`config.mk`:
```
export PLATFORM = sky130hd
export DESIGN_NAME = fpaddsub_normalize_pipe
export DESIGN_NICKNAME = d
export VERILOG_FILES = /design/src/rtl/fpaddsub_normalize_pipe.sv
export SDC_FILE = /design/constraint.sdc
export NUM_CORES = 1
export LEC_CHECK = 0
export BUFFER_PORTS_ARGS = -buffer_cell sky130_fd_sc_hd__buf_2
export CORE_ASPECT_RATIO = 1.25
export CORE_MARGIN = 5
export CORE_UTILIZATION = 52
export CTS_CLUSTER_DIAMETER = 30
export DETAILED_ROUTE_END_ITERATION = 8
export PLACE_DENSITY = 0.73
export SYNTH_ARGS = -nofsm -noshare
export SYNTH_HDL_FRONTEND = slang
export SYNTH_SLANG_ARGS = --single-unit
```
`constraint.sdc`:
```
create_clock -name clk -period 10.6 [get_ports clk]
set_clock_uncertainty 0.15 [all_clocks]
set_input_delay 0.53 -clock clk [delete_from_list [all_inputs] [get_ports clk]]
set_output_delay 0.53 -clock clk [all_outputs]
set_load 0.01 [all_outputs]
```
`src/rtl/fpaddsub_normalize_pipe.sv`:
```
// fpaddsub_normalize_pipe: 3-stage leading-zero normalizer; FPADDSUB_NORM_EXP_EN adds exponent adjust/underflow
module fpaddsub_normalize_pipe #(
  parameter int WIDTH = 32,
  parameter int EXP_W = 8,
  localparam int SHIFT_W = $clog2(WIDTH + 1)
) (
  input  logic               clk,
  input  logic               rst_n,
  input  logic               flush,
  input  logic               in_valid,
  output logic               in_ready,
  input  logic [WIDTH-1:0]   in_mant,
  output logic               out_valid,
  input  logic               out_ready,
  output logic [WIDTH-1:0]   out_mant,
  output logic [SHIFT_W-1:0] out_shift,
`ifdef FPADDSUB_NORM_EXP_EN
  input  logic [EXP_W-1:0]   in_exp,
  output logic [EXP_W-1:0]   out_exp,
  output logic               out_uflow,
`endif
  output logic               out_zero
);
  logic adv, v1, v2, v3, z1, z2, z3;
  logic [WIDTH-1:0] m1, m2, m3;
  logic [SHIFT_W-1:0] lzc, l1, l2, l3;
  assign adv = !v3 || out_ready;
  assign in_ready = rst_n && adv && !flush;
  always_comb begin
    lzc = SHIFT_W'(WIDTH);
    for (int i = 0; i < WIDTH; i++) lzc = in_mant[i] ? SHIFT_W'(WIDTH - 1 - i) : lzc;
  end
  always_ff @(posedge clk or negedge rst_n)
    if (!rst_n) {v1, v2, v3} <= '0;
    else if (flush) {v1, v2, v3} <= '0;
    else if (adv) {v1, v2, v3} <= {in_valid, v1, v2};
  always_ff @(posedge clk)
    if (adv) begin
      m1 <= in_mant;
      l1 <= lzc;
      z1 <= ~|in_mant;
      m2 <= m1 << {l1[SHIFT_W-1:2], 2'b00};
      l2 <= l1;
      z2 <= z1;
      m3 <= m2 << l2[1:0];
      l3 <= l2;
      z3 <= z2;
    end
  assign out_valid = v3;
  assign out_mant  = v3 ? m3 : '0;
  assign out_shift = v3 ? l3 : '0;
  assign out_zero  = v3 && z3;
`ifdef FPADDSUB_NORM_EXP_EN
  localparam int CW = EXP_W + SHIFT_W;
  logic [EXP_W-1:0] e1, e2, e3, en;
  logic [CW-1:0] ce, cs;
  logic uf, u3;
  assign ce = CW'(e2);
  assign cs = CW'(l2);
  assign uf = !z2 && (cs > ce);
  assign en = (z2 || uf) ? '0 : EXP_W'(ce - cs);
  always_ff @(posedge clk)
    if (adv) begin
      e1 <= in_exp;
      e2 <= e1;
      e3 <= en;
      u3 <= uf;
    end
  assign out_exp   = v3 ? e3 : '0;
  assign out_uflow = v3 && u3;
`endif
endmodule

```
# --- Word-level counts from Yosys, hierarchy flattened ---
# Cells that the tools add are included.
totals:
  reg_bits: 120
  in_bits: 37
op_classes:
  n_reduce_logical: 14
  n_mux: 39
  shift: 2
ops:
  columns: ["op", "count"]
  rows:
  - ["$mux W5", 15]
  - ["$mux W32", 1]
  - ["$mux W4", 8]
  - ["$reduce_or A32 Y1", 1]
  - ["$shl A32 B2 Y32", 1]
  - ["$shl A32 B6 Y32", 1]
  - ["$reduce_or A31 Y1", 1]
  - ["$reduce_or A16 Y1", 1]
  - ["$mux W3", 4]
  - ["$mux W6", 2]
  - ["$reduce_or A8 Y1", 1]
  - ["$mux W1", 7]
  - ["$mux W2", 2]
  - ["$reduce_or A4 Y1", 1]
  - ["$logic_and A1 B1 Y1", 3]
  - ["$logic_not A1 Y1", 3]
  - ["$reduce_bool A2 Y1", 1]
  - ["$reduce_or A2 Y1", 1]
  - ["$logic_or A1 B1 Y1", 1]

# --- Logic depth before layout (Yosys ltp) ---
logic_depth:
  ltp_word: 31
  depth_mapped: 7

# --- Least setup slack after synthesis ---
# Ideal clock, no wire load.
synth_timing:
  path_type: "reg2reg"
  from: "reg v3 (netlist: out_valid)"
  to: "reg l1[0], enable pin"
  stages_incl_launch_ff: 3
  period_less_slack_ns: 3.537
  path_buffers: 0
  t_arrival_ns: 2.916
  setup_ns: 0.472
  t_required_ns: 9.978
  slack_ns: 7.063
  path_cell_list: "dfrtp_1 nor2b_1 inv_1"
synth_between:
  elab_chain_len: 2
synth_lines:
  columns: ["item", "line", "source"]
  rows:
  - ["start: declaration", "24", "logic adv, v1, v2, v3, z1, z2, z3;"]
  - ["start signal: assignment", "36", "else if (adv) {v1, v2, v3} <= {in_valid, v1, v2};"]
  - ["$logic_not A1 Y1", "27", "assign adv = !v3 || out_ready;"]
  - ["$logic_or A1 B1 Y1", "27", null]
  - ["end signal: assignment", "40", "l1 <= lzc;"]
  - ["end: declaration", "26", "logic [SHIFT_W-1:0] lzc, l1, l2, l3;"]
# Every way passes these cells.
# A chain may end at the register's enable or synchronous reset.

# --- Worst setup path after layout ---
layout_timing:
  from: "reg v3 (netlist: out_valid)"
  to: "reg l2[1], enable pin"
layout_between:
  elab_chain_len: 2
layout_lines:
  columns: ["item", "line", "source"]
  rows:
  - ["$logic_not A1 Y1", "27", null]
  - ["$logic_or A1 B1 Y1", "27", null]
  - ["end signal: assignment", "43", "l2 <= l1;"]
  - ["end: declaration", "26", null]
# Every way passes these cells.

==> results.json <==
{
  "status": "finished, final reports clean",
  "yosysSeqAreaShare": 0.592,
  "grt_pass1_wl_um": 18900,
  "cp_data_required_time_ps": 10460,
  "r2r_cells": 3,
  "syn_area_um2": 6060,
  "hold_buffers": 1,
  "route.antenna.remaining_nets": 0,
  "fp.dieW_um": 107,
  "htreeDepth": 4,
  "endpoint": "l2[1]",
  "met2_usage": 0.294,
  "layout_common_cells": "117 x edfxtp_1, 77 x buf_2, 48 x and2_1, 41 x mux4_2, 40 x nor2_1",
  "sw_frac_of_total": 0.215,
  "cts_tree": "yes",
  "cp.arrival_ps": 2660,
  "grt_max_degree": 102,
  "crit_path_end_kind": "register",
  "mostFrequentLayoutCell": "edfxtp_1",
  "vdd_ir_drop_max_mv": 0.0967,
  "core_um2": 11500,
  "rsz0062_at_grt": "false",
  "via_count": 3679,
  "grt.met1_usage": 0.219,
  "cts_buffer_depth": 2,
  "placedInstanceArea_um2": 6520,
  "critPathLaunchType": "register",
  "io_pins": 78,
  "internal_power_mw": 0.980,
  "wl_per_cell_um": 18.1,
  "ys_ff_latch": 120,
  "nets": 524,
  "fmax_ghz": 0.358,
  "p_comb_frac": 0.102,
  "post_cts_resized": 0,
  "grt_usage": 0.179,
  "grt_pass1_vias": 3661,
  "cts.sinks": 120,
  "p_sw_mw": 0.268,
  "cts_setup_buffers": 0,
  "worstSetupPathType": "register to register",
  "finalHoldViolCount": 0,
  "synth_area_per_cell_um2": 14.8,
  "antenna_found_initial": 0,
  "die_area_um2": 13900,
  "synthCells": 410,
  "drt_iter0_drc": 192,
  "drv_slew": 0,
  "drc": 0,
  "grt_busiest_layer": "met2",
  "n_antenna_cell": 0,
  "area_growth_pct": 16.3,
  "place.gp.congestion": 0.887,
  "ys_types": 42,
  "yosysWarnings": 0,
  "p_leak_nw": 2.70,
  "io_buffers": 77,
  "p_per_area_nw_per_um2": 177,
  "cts.clk_slew.worst_paths_ps": 50,
  "regToRegSetupSlack_ps": 7810,
  "grt.met3_usage": 0.0496,
  "die_height_um": 131,
  "rows": 44,
  "final_area_um2": 7050,
  "syn-num-nets": 447,
  "fin_total_pwr_mw": 1.25,
  "cts_root_buffer": "clkbuf_16",
  "startpoint": "out_valid",
  "finalSetupViolCount": 0,
  "cts_buffers": 17,
  "worstMarginPinSlew_ps": 1190,
  "clockPowerShare": 0.400,
  "period_minus_slack_ps": 2790,
  "viasPerCell": 5.77,
  "drive_gt1_frac": 0.316,
  "max-slew-margin-rel": 0.205,
  "crit_fanout": 101,
  "first_pass_iters": 4,
  "seq_power_share": 0.498,
  "hp-class": "input pin to register",
  "finalSetupTns_ps": 0,
  "min_period_over_period": 0.264,
  "clock_latency_ps": 400,
  "grt_overflow_total": 0,
  "wirelength_um": 11600,
  "max_cap_violations": 0,
  "start_util": 0.527,
  "rr_endpoint": "l2[1]",
  "hpwl_um": 8270,
  "rr_startpoint": "out_valid"
}
[cells by family (layout without fill, tap and decap cells)]
kind of cell	count (synthesis)	count (layout)	synth area share
AND/OR/NAND/NOR	138	138	0.126
flip-flops	120	120	0.592
AO/OA/AOI/OAI	45	45	0.0464
buffers and inverters	34	124	0.0297
multiplexers	73	73	0.206
[flip-flops by register name (all words and copies together), names as in the netlist]
| register | flops |
|---|---|
| m3 | 32 |
| v1 | 1 |
| z1 | 1 |
| out_valid | 1 |
| m1 | 32 |
| v2 | 1 |
| z2 | 1 |
| z3 | 1 |
| l2 | 6 |
| l3 | 6 |
| m2 | 32 |
| l1 | 6 |
[power groups by stage]
stage | combinational, mW | sequential (mW) | clock (mW)
2_1_floorplan | 0.0990 | 0.614 | 0
4_1_cts | 0.129 | 0.622 | 0.508
3_3_place_gp | 0.124 | 0.625 | 0
6_report | 0.128 | 0.621 | 0.499
5_1_grt | 0.141 | 0.627 | 0.536
3_5_place_dp | 0.128 | 0.630 | 0
[worst max-delay path, stage by stage, from the launching register on]
cell	delay, ps
dfrtp_1	700
nor2b_1	360
inv_4	210
buf_4	940
[worst min path at each step]
stage	startpoint	end	slack (ps)	cells after the start
after floorplan	rst_n	out_valid	80	0
after global placement	rst_n	out_valid	180	1
after detailed placement	rst_n	out_valid	180	1
after CTS	flush	v1	160	2
after global routing	flush	v1	170	2
final	flush	v1	180	2
[cells in the mapped netlist, drive strengths merged]
| cell type | number | area share |
|---|---|---|
| mux2 | 3 | 0.0056 |
| dfrtp | 3 | 0.012 |
| o31ai | 4 | 0.0050 |
| o2111ai | 1 | 0.0014 |
| or3 | 1 | 0.0010 |
| a221oi | 2 | 0.0029 |
| nand2 | 12 | 0.0074 |
| edfxtp | 117 | 0.58 |
| a211oi | 3 | 0.0037 |
| inv | 9 | 0.0056 |
| and3 | 4 | 0.0041 |
| o21ai | 8 | 0.0066 |
| a2111oi | 2 | 0.0029 |
| nor2 | 41 | 0.026 |
| buf | 17 | 0.019 |
| nor2b | 4 | 0.0041 |
| a21o | 1 | 0.0012 |
| or4 | 4 | 0.0056 |
| a21oi | 18 | 0.015 |
| nor3b | 2 | 0.0025 |
| and2 | 48 | 0.050 |
| o21a | 1 | 0.0012 |
| a31oi | 1 | 0.0010 |
| a211o | 3 | 0.0043 |
| clkbuf | 8 | 0.0050 |
| nor4 | 10 | 0.015 |
| mux2i | 29 | 0.048 |
| nor3 | 5 | 0.0041 |
| nand3b | 1 | 0.0012 |
| nand2b | 1 | 0.0010 |
| a21boi | 1 | 0.0012 |
| nand3 | 5 | 0.0050 |
| mux4 | 41 | 0.15 |
[metrics by stage]
step                      cells  worst slack (ps)  hold WS [ps]   util
after floorplan             410              7060          84.4      -
after global placement      605              7900           178  0.566
after detailed placement    605              7730           184  0.566
after CTS                   638              7720           156  0.613
after global routing        638              7510           165  0.613
final                       638              7810           179  0.613
[final cells by class]
type                            count  area [µm²]
Clock buffer                       28         507
Clock inverter                      4        20.0
Fill cell                         858        4450
Inverter                            9        36.3
Multi-Input combinational cell    256        2290
Sequential cell                   120        3590
Tap cell                          138         173
Timing Repair Buffer               83         433
[metal layers]
metal | share of wire | wire (µm) | up-vias
li1 | - | - | 1756
met3 | 0.050 | 580 | 24
met1 | 0.41 | 4740 | 1770
met2 | 0.50 | 5840 | 129
met5 | 0 | 0 | -
met4 | 0.035 | 402 | 0
No activity file was read; power rests on OpenSTA's default activity.
